--- src/rtl/pipe_ctrl_pkg.sv ---
// Shared types and constants for the pipeline controller: FSM states, stage tag
// layout, and the NOP tag loaded on bubbles and invalid EX slots.
package pipe_ctrl_pkg;

  typedef enum logic [1:0] {RUN, LOAD_STALL, MEM_WAIT, REDIRECT} state_e;

  typedef struct packed {
    logic [4:0] rd;
    logic       reg_we;
    logic       mem_rr;
    logic       mem_we;
  } tag_t;

  localparam logic [4:0] REG_X0  = 5'd0;
  localparam tag_t       NOP_TAG = '{rd: REG_X0, reg_we: 1'b0, mem_rr: 1'b0, mem_we: 1'b0};

  // x0 is never written, so a write tag aimed at it is dropped on capture
  function automatic tag_t sanitize(input tag_t t);
    tag_t r;
    r = t;
    if (t.rd == REG_X0) r.reg_we = 1'b0;
    return r;
  endfunction

endpackage

--- src/rtl/pipe_tag_reg.sv ---
// One pipeline stage tag register with hold and NOP-insert controls.
module pipe_tag_reg
  import pipe_ctrl_pkg::*;
(
  input  logic clk,
  input  logic rst_n,
  input  logic i_hold,
  input  logic i_nop,
  input  tag_t i_d,
  output tag_t o_q
);

  tag_t r_q;

  always_ff @(posedge clk or negedge rst_n) begin
    if (!rst_n)      r_q <= NOP_TAG;
    else if (!i_hold) r_q <= i_nop ? NOP_TAG : sanitize(i_d);
  end

  assign o_q = r_q;

endmodule

--- src/rtl/pipe_ctrl.sv ---
// Pipeline hazard/redirect controller with MEM and WB tag slots.
// Optional PIPE_CTRL_PERF_EN adds stall_cycles / flush_count counters.
module pipe_ctrl
  import pipe_ctrl_pkg::*;
(
  input  logic        clk,
  input  logic        rst_n,
  input  logic        ex_valid,
  input  logic        ex_reg_we,
  input  logic        ex_mem_rr,
  input  logic        ex_mem_we,
  input  logic [4:0]  ex_rd,
  input  logic        bubble,
  input  logic        do_jump,
  input  logic        dmem_ready,
  output logic [4:0]  prev_rd,
  output logic [4:0]  wb_rd,
  output logic        prev_reg_we,
  output logic        prev_mem_rr,
  output logic        wb_reg_we,
  output logic        wb_mem_rr,
`ifdef PIPE_CTRL_PERF_EN
  output logic [31:0] stall_cycles,
  output logic [31:0] flush_count,
`endif
  output logic        pc_stall,
  output logic        id_stall,
  output logic        ex_stall,
  output logic        if_flush,
  output logic        id_flush
);

  state_e r_state, w_state_nxt;
  tag_t   w_ex_tag, w_mem, w_wb;
  logic   w_mem_busy, w_jump_acc;
  logic   w_unused_wb_mem_we;

  assign w_ex_tag   = ex_valid ? '{rd: ex_rd, reg_we: ex_reg_we, mem_rr: ex_mem_rr, mem_we: ex_mem_we}
                               : NOP_TAG;
  assign w_mem_busy = (w_mem.mem_rr | w_mem.mem_we) & ~dmem_ready;

  always_ff @(posedge clk or negedge rst_n) begin
    if (!rst_n) r_state <= RUN;
    else        r_state <= w_state_nxt;
  end

  // Priority: memory wait, then load-use bubble, then jump redirect.
  always_comb begin
    w_state_nxt = RUN;
    pc_stall    = 1'b0;
    id_stall    = 1'b0;
    ex_stall    = 1'b0;
    if_flush    = 1'b0;
    id_flush    = 1'b0;
    w_jump_acc  = 1'b0;
    if (!rst_n) begin
      w_state_nxt = RUN;
    end else if (w_mem_busy) begin
      pc_stall    = 1'b1;
      id_stall    = 1'b1;
      ex_stall    = 1'b1;
      w_state_nxt = MEM_WAIT;
    end else if (bubble) begin
      pc_stall    = 1'b1;
      id_stall    = 1'b1;
      if_flush    = (r_state == REDIRECT);
      w_state_nxt = LOAD_STALL;
    end else if (do_jump) begin
      if_flush    = 1'b1;
      id_flush    = 1'b1;
      w_jump_acc  = 1'b1;
      w_state_nxt = REDIRECT;
    end else begin
      if_flush    = (r_state == REDIRECT);
      w_state_nxt = RUN;
    end
  end

  pipe_tag_reg u_mem (
    .clk    (clk),
    .rst_n  (rst_n),
    .i_hold (w_mem_busy),
    .i_nop  (bubble),
    .i_d    (w_ex_tag),
    .o_q    (w_mem)
  );

  pipe_tag_reg u_wb (
    .clk    (clk),
    .rst_n  (rst_n),
    .i_hold (w_mem_busy),
    .i_nop  (1'b0),
    .i_d    (w_mem),
    .o_q    (w_wb)
  );

  assign prev_rd     = w_mem.rd;
  assign prev_reg_we = w_mem.reg_we;
  assign prev_mem_rr = w_mem.mem_rr;
  assign wb_rd       = w_wb.rd;
  assign wb_reg_we   = w_wb.reg_we;
  assign wb_mem_rr   = w_wb.mem_rr;
  // Stores are finished by WB; their flag is carried but not consumed.
  assign w_unused_wb_mem_we = w_wb.mem_we;

`ifdef PIPE_CTRL_PERF_EN
  logic [31:0] r_stall_cycles, r_flush_count;

  always_ff @(posedge clk or negedge rst_n) begin
    if (!rst_n) begin
      r_stall_cycles <= '0;
      r_flush_count  <= '0;
    end else begin
      if (pc_stall)   r_stall_cycles <= r_stall_cycles + 32'd1;
      if (w_jump_acc) r_flush_count  <= r_flush_count + 32'd1;
    end
  end

  assign stall_cycles = r_stall_cycles;
  assign flush_count  = r_flush_count;
`endif

endmodule

--- config.mk ---
export PLATFORM = sky130hd
export DESIGN_NAME = pipe_ctrl
export DESIGN_NICKNAME = d
export VERILOG_FILES = /design/src/rtl/pipe_ctrl_pkg.sv /design/src/rtl/pipe_tag_reg.sv /design/src/rtl/pipe_ctrl.sv
export SDC_FILE = /design/constraint.sdc
export NUM_CORES = 1
export LEC_CHECK = 0
export CAP_MARGIN = 20
export CORE_MARGIN = 2
export CORE_UTILIZATION = 40
export CTS_CLUSTER_SIZE = 14
export DETAILED_ROUTE_END_ITERATION = 8
export PLACE_DENSITY = 0.79
export SYNTH_ARGS = -nofsm -noshare
export SYNTH_HDL_FRONTEND = slang
export SYNTH_HIERARCHICAL = 1
export SYNTH_SLANG_ARGS = --single-unit
--- constraint.sdc ---
create_clock -name clk -period 2.2 [get_ports clk]
set_input_delay 0.44 -clock clk [delete_from_list [all_inputs] [get_ports clk]]
set_output_delay 0.44 -clock clk [all_outputs]
set_load 0.1 [all_outputs]
==> results of run 1 <==
[worst max-delay path, stage by stage]
cell and delay (ps):
sky130_fd_sc_hd__clkdlybuf4s50_1 520, sky130_fd_sc_hd__inv_1 160, sky130_fd_sc_hd__a211oi_4 280, sky130_fd_sc_hd__buf_12 210
[how the worst max path moves through the flow]
stage,from,endpoint,slack [ps],cells past startpoint
finish,rst_n,if_flush,150,4
global placement,rst_n,if_flush,160,4
CTS,rst_n,if_flush,140,4
global route,rst_n,if_flush,110,4
floorplan,u_mem/o_q[1]$_DFFE_PN0N_,if_flush,-30,3
detailed placement,rst_n,if_flush,150,4
[final cells by class]
cell class              instances  area share
well taps                      27      0.0261
multi-input cells              74       0.335
repair buffers                 36       0.282
inverters                       2     0.00772
clock buffers                   4      0.0203
flip-flops and latches         17       0.329
[stage by stage]
stage               worst slack (ps)  setup TNS [ps]  total power, mW  utilization  hold slack (ps)
floorplan                      -28.1           -28.1            0.514            -              144
finish                           147               0            0.753        0.661              498
CTS                              137               0            0.760        0.661              504
detailed placement               148               0            0.602        0.647              482
global placement                 160               0            0.598        0.647              464
global route                     107               0            0.793        0.661              527
[power breakdown]
group          switching [mW]  internal (mW)
clock                  0.0883         0.0702
sequential             0.0118          0.327
combinational           0.174         0.0817
[flip-flops by register name, summed over array words and instances (netlist names)]
signal and flops:
u_wb/o_q 7, r_state 2, u_mem/o_q 8
[cell usage in the layout (no fill, tap or decap), types with 2 or more instances in the layout]
cell type                         count
sky130_fd_sc_hd__dfrtp_1             16
sky130_fd_sc_hd__clkdlybuf4s50_1     13
sky130_fd_sc_hd__or4_1                2
sky130_fd_sc_hd__buf_4               18
sky130_fd_sc_hd__nand2_1             18
sky130_fd_sc_hd__buf_12               5
sky130_fd_sc_hd__conb_1               7
sky130_fd_sc_hd__o21ai_1              2
sky130_fd_sc_hd__or2b_1               2
sky130_fd_sc_hd__nor3b_1              2
sky130_fd_sc_hd__nand2b_1            12
sky130_fd_sc_hd__clkbuf_4             3
sky130_fd_sc_hd__o21ai_0             13
sky130_fd_sc_hd__and2_1               8
[routing by layer]
layer  vias up  global-route usage  wire length (µm)
li1        375                   -                 -
met4         0              0.0972                27
met3         2              0.0182                81
met1       344               0.208               768
met5         -                   0                 0
met2        21               0.282               939
==> impl_metrics.sql, run 1 <==
INSERT INTO impl_metrics (metric_group, metric, value, unit) VALUES
('outcome', 'run_status', 'finished clean', ''),
('floorplanning', 'die_area', '2480', 'µm²'),
('routing', 'drt_pre_antenna_iters', '4', ''),
('worst_setup_path', 'path_max_fanout', '5', ''),
('worst_setup_path', 'critPathRequiredTime', '1760', 'ps'),
('finish', 'syn2layout_area_growth', '54.6', '%'),
('clock_network', 'insertion_delay', '280', 'ps'),
('placement', 'post_dp_cell_area', '1270', 'µm²'),
('clock_network', 'cts.reportedPaths.clkPinSlew', '90', 'ps'),
('routing', 'routed_wire_length_per_instance', '11.4', 'µm'),
('routing', 'via_count', '742', ''),
('global_route', 'number_of_antenna_violations_at_the_first_check_in_global_routing', '0', ''),
('synth', 'yosys_warnings', '6', ''),
('finish', 'layout.filler_cells', '165', ''),
('routing', 'drc_errors', '0', ''),
('clock_network', 'clock_tree.root_cell', 'sky130_fd_sc_hd__clkbuf_4', ''),
('worst_setup_path', 'reg2reg_setup_slack', '840', 'ps'),
('worst_hold_path', 'min_delay_path_depth', '2', ''),
('floorplanning', 'die-height', '49.8', 'µm'),
('placement', 'place.detailed.instances', '156', ''),
('worst_setup_path', 'worst_setup_path_end_kind', 'primary output', ''),
('placement', 'buffer_ports.inserted', '32', ''),
('finish', 'drive_gt1_frac', '0.256', ''),
('floorplanning', 'core', '1960', 'µm²'),
('synth', 'syn-cell-area', '838', 'µm²'),
('clock_network', 'cts_tree', 'yes', ''),
('sta', 'rsz0062_at_grt', 'false', ''),
('clock_network', 'clkSinkCount', '17', ''),
('global_route', 'grt.overflow.total', '0', ''),
('clock_network', 'hold_buffers', '0', ''),
('worst_hold_path', 'timing.hold.worst.start', 'u_wb/o_q[4]$_DFFE_PN0N_', ''),
('clock_network', 'h-tree-depth', '1', ''),
('clock_network', 'cts-buffers-inserted', '3', ''),
('worst_setup_path', 'reg2reg_depth', '6', ''),
('worst_hold_path', 'min_to', 'u_wb/o_q[4]$_DFFE_PN0N_', ''),
('finish', 'multi_input_comb_area', '434', 'µm²'),
('finish', 'finish.net_count', '148', ''),
('worst_setup_path', 'crit_type', 'in -> out', ''),
('pwr', 'pwr_density_cell', '581', 'nW/µm²'),
('job', 'timing.max_cap.violations', '0', ''),
('global_route', 'grt_pass1_vias', '715', ''),
('routing', 'antenna_violation_net_count_after_detailed_routing', '0', ''),
('clock_network', 'cts_buffer_depth', '2', ''),
('worst_setup_path', 'worst_r2r_endpoint', 'u_mem/o_q[2]$_DFFE_PN0N_', ''),
('routing', 'detail_routed_via_count_per_cell', '4.64', ''),
('global_route', 'global_route.usage.total', '0.168', ''),
('placement', 'globalplace.congestion', '0.747', ''),
('finish', 'insertedDiodeCount', '0', ''),
('sta', 'timing.final.max_slew_violations', '0', ''),
('floorplanning', 'floorplan.initialDensity', '0.427', ''),
('sta', 'max_freq', '487', 'MHz'),
('sta', 'timing_hold_violations_final', '0', ''),
('sta', 'min_period_over_period', '0.933', ''),
('clock_network', 'post_cts_resize_count', '0', ''),
('global_route', 'grt_first_pass_wirelength', '3100', 'µm'),
('worst_setup_path', 'critical_path.reg2reg.startpoint', 'u_mem/o_q[0]$_DFFE_PN0N_', ''),
('pwr', 'p_leak', '0.586', 'nW'),
('synth', 'gate_count_post_synth', '90', ''),
('routing', 'total_detailed_routing_wirelength', '1820', 'µm'),
('clock_network', 'postCtsSetupRepairBufs', '0', ''),
('sta', 'finalSetupViolCount', '0', ''),
('sta', 'fin_crit', '2050', 'ps'),
('floorplanning', 'standard_cell_row_count', '16', ''),
('floorplanning', 'io_pins', '33', ''),
('routing', 'detailedRoute.firstIterationViolations', '10', ''),
('pwr', 'vdd.ir_drop.worst', '0.263', 'mV'),
('finish', 'final-seq-area', '427', 'µm²'),
('synth', 'synthesis.area_per_instance', '9.31', 'µm²'),
('finish', 'final_design_area_no_fill', '1300', 'µm²'),
('sta', 'clock-skew-final', '2.63', 'ps'),
('global_route', 'grt_start_max_net_pins', '22', ''),
('worst_setup_path', 'cp.arrival', '1610', 'ps'),
('worst_setup_path', 'cp-start-kind', 'primary input', ''),
('placement', 'detailedPlacementHpwl', '1490', 'µm'),
('finish', 'final_cells', '160', ''),
('floorplanning', 'die_width', '49.8', 'µm'),
('worst_hold_path', 'worst_hold_path_type', 'reg -> reg', '');
No activity file was read; power rests on OpenSTA's default activity.
==> run 2: changes to the inputs <==
- SETUP_SLACK_MARGIN: unset -> 0.1
==> impl_metrics.sql, run 2 (synthesized netlist as in run 1, its figures left out) <==
INSERT INTO impl_metrics (metric_group, metric, value, unit) VALUES
('outcome', 'run_status', 'finished clean', ''),
('worst_hold_path', 'worst_hold_path_type', 'reg -> reg', ''),
('routing', 'detailedRoute.firstIterationViolations', '15', ''),
('pwr', 'sequentialPowerShare', '0.446', ''),
('sta', 'rsz0062_at_grt', 'false', ''),
('sta', 'totalNegativeSetupSlack', '0', 'ps'),
('sta', 'fin_crit', '2020', 'ps'),
('routing', 'via_count', '752', ''),
('pwr', 'internal_power', '479', 'µW'),
('placement', 'detailedPlacementHpwl', '1440', 'µm'),
('sta', 'min_period_over_period', '0.919', ''),
('global_route', 'global_route.usage.total', '0.165', ''),
('global_route', 'grt_start_max_net_pins', '24', ''),
('clock_network', 'cts_buffer_depth', '2', ''),
('finish', 'layout.filler_cells', '172', ''),
('floorplanning', 'core', '1960', 'µm²'),
('finish', 'finish.net_count', '148', ''),
('global_route', 'number_of_antenna_violations_at_the_first_check_in_global_routing', '0', ''),
('floorplanning', 'io_pins', '33', ''),
('sta', 'max_freq', '495', 'MHz'),
('pwr', 'vdd.ir_drop.worst', '0.241', 'mV'),
('global_route', 'grt_first_pass_wirelength', '3080', 'µm'),
('clock_network', 'clkSinkCount', '17', ''),
('floorplanning', 'die-height', '49.8', 'µm'),
('floorplanning', 'floorplan.initialDensity', '0.427', ''),
('clock_network', 'clock_tree.root_cell', 'sky130_fd_sc_hd__clkbuf_4', ''),
('routing', 'routed_wire_length_per_instance', '11.1', 'µm'),
('worst_setup_path', 'worst_setup_path_end_kind', 'primary output', ''),
('finish', 'syn2layout_area_growth', '55.7', '%'),
('pwr', 'pwr_density_cell', '583', 'nW/µm²'),
('worst_setup_path', 'crit_type', 'in -> out', ''),
('job', 'timing.max_cap.violations', '0', ''),
('sta', 'timing_hold_violations_final', '0', ''),
('global_route', 'grt_pass1_vias', '696', ''),
('pwr', 'p_leak', '0.585', 'nW'),
('routing', 'detail_routed_via_count_per_cell', '4.70', ''),
('sta', 'finalHoldWorstSlack', '499', 'ps'),
('clock_network', 'postCtsSetupRepairBufs', '0', ''),
('clock_network', 'cts-buffers-inserted', '3', ''),
('routing', 'total_detailed_routing_wirelength', '1770', 'µm'),
('sta', 'clock-skew-final', '2.54', 'ps'),
('pwr', 'netSwitchingPower', '282', 'µW'),
('finish', 'insertedDiodeCount', '0', ''),
('routing', 'drc_errors', '0', ''),
('placement', 'buffer_ports.inserted', '32', ''),
('worst_setup_path', 'cp-start-kind', 'primary input', ''),
('sta', 'timing.final.max_slew_violations', '0', ''),
('finish', 'drive_gt1_frac', '0.278', ''),
('floorplanning', 'standard_cell_row_count', '16', ''),
('pwr', 'combinational_fraction_of_design_power', '0.336', ''),
('clock_network', 'insertion_delay', '280', 'ps'),
('sta', 'finalSetupViolCount', '0', ''),
('clock_network', 'hold_buffers', '0', ''),
('clock_network', 'cts_tree', 'yes', ''),
('floorplanning', 'die_width', '49.8', 'µm'),
('floorplanning', 'die_area', '2480', 'µm²'),
('global_route', 'grt.overflow.total', '0', ''),
('routing', 'drt_pre_antenna_iters', '4', ''),
('worst_setup_path', 'critPathRequiredTime', '1760', 'ps'),
('pwr', 'clock_power_share', '0.218', ''),
('worst_setup_path', 'cp.arrival', '1580', 'ps'),
('finish', 'largest_register_ff_count', '8', ''),
('finish', 'layout.cells.most_common_list', 'sky130_fd_sc_hd__nand2_1, sky130_fd_sc_hd__buf_4, sky130_fd_sc_hd__dfrtp_1, sky130_fd_sc_hd__clkdlybuf4s50_1, sky130_fd_sc_hd__o21ai_0', ''),
('finish', 'post-route-util', '0.665', ''),
('pwr', 'switching_share', '0.371', ''),
('routing', 'antenna_violation_net_count_after_detailed_routing', '0', ''),
('clock_network', 'h-tree-depth', '1', ''),
('clock_network', 'cts.reportedPaths.clkPinSlew', '100', 'ps'),
('worst_setup_path', 'path_max_fanout', '12', ''),
('placement', 'globalplace.congestion', '0.766', '');
-- run 2: path summary, 6_finish.rpt --
check	endpoint	depth (start not counted)	slack (ps)	startpoint
max	if_flush	5	180	dmem_ready
min	u_wb/o_q[1]$_DFFE_PN0N_	2	500	u_wb/o_q[1]$_DFFE_PN0N_
max reg2reg	u_mem/o_q[2]$_DFFE_PN0N_	6	780	u_mem/o_q[1]$_DFFE_PN0N_
min reg2reg	u_wb/o_q[1]$_DFFE_PN0N_	2	500	u_wb/o_q[1]$_DFFE_PN0N_
max in group asynchronous	u_mem/o_q[1]$_DFFE_PN0N_	3	1300	rst_n
min in group asynchronous	u_mem/o_q[0]$_DFFE_PN0N_	3	700	rst_n
-- run 2: area by class of cell --
class | count | area (µm²) | area share
Inverter | 2 | 10.0 | 0.00767
Multi-Input combinational cell | 74 | 437 | 0.335
Clock buffer | 3 | 22.5 | 0.0173
Clock inverter | 1 | 7.51 | 0.00575
Sequential cell | 17 | 429 | 0.329
Tap cell | 27 | 33.8 | 0.0259
Timing Repair Buffer | 36 | 365 | 0.280
-- run 2: what timing repair did --
action / CTS / global route
setup endpoints to repair: 1 / 1
endpoints found under the hold margin: 0 / 0
gates resized for setup: 1 / 1
-- run 2: routing by layer --
| layer | GRT usage | wire length, µm |
|---|---|---|
| met1 | 0.206 | 737 |
| met2 | 0.280 | 911 |
| met3 | 0.0273 | 96 |
| met4 | 0.0694 | 22 |
| met5 | 0 | 0 |
-- run 2: power by group through the flow --
| stage | Combinational [mW] | Sequential (mW) | Clock [mW] |
|---|---|---|---|
| 6_report | 0.256 | 0.340 | 0.166 |
| 5_1_grt | 0.269 | 0.342 | 0.189 |
| 4_1_cts | 0.257 | 0.340 | 0.171 |
| 3_5_place_dp | 0.256 | 0.346 | 0 |
| 3_3_place_gp | 0.254 | 0.345 | 0 |
| 2_1_floorplan | 0.0871 | 0.428 | 0 |
-- run 2: critical path, stage by stage --
cell and delay [ps]:
sky130_fd_sc_hd__clkdlybuf4s50_1 460, sky130_fd_sc_hd__o21bai_4 140, sky130_fd_sc_hd__inv_4 110, sky130_fd_sc_hd__a211oi_4 220, sky130_fd_sc_hd__buf_12 210
-- run 2: per-stage QoR --
stage               instances  cell area, µm²  total power, mW  worst slack [ps]
finish                    160            1310            0.761               179
global route              160            1310            0.800               134
floorplan                  96             888            0.515              1.59
detailed placement        156            1270            0.602               108
global placement          156            1270            0.599               163
CTS                       160            1300            0.767               140
==> run 3: changes to the inputs <==
- GPL_ROUTABILITY_DRIVEN: unset -> 0
==> results of run 3 <==
Same layout as run 2: the final DEF is identical, and so are final timing and power.
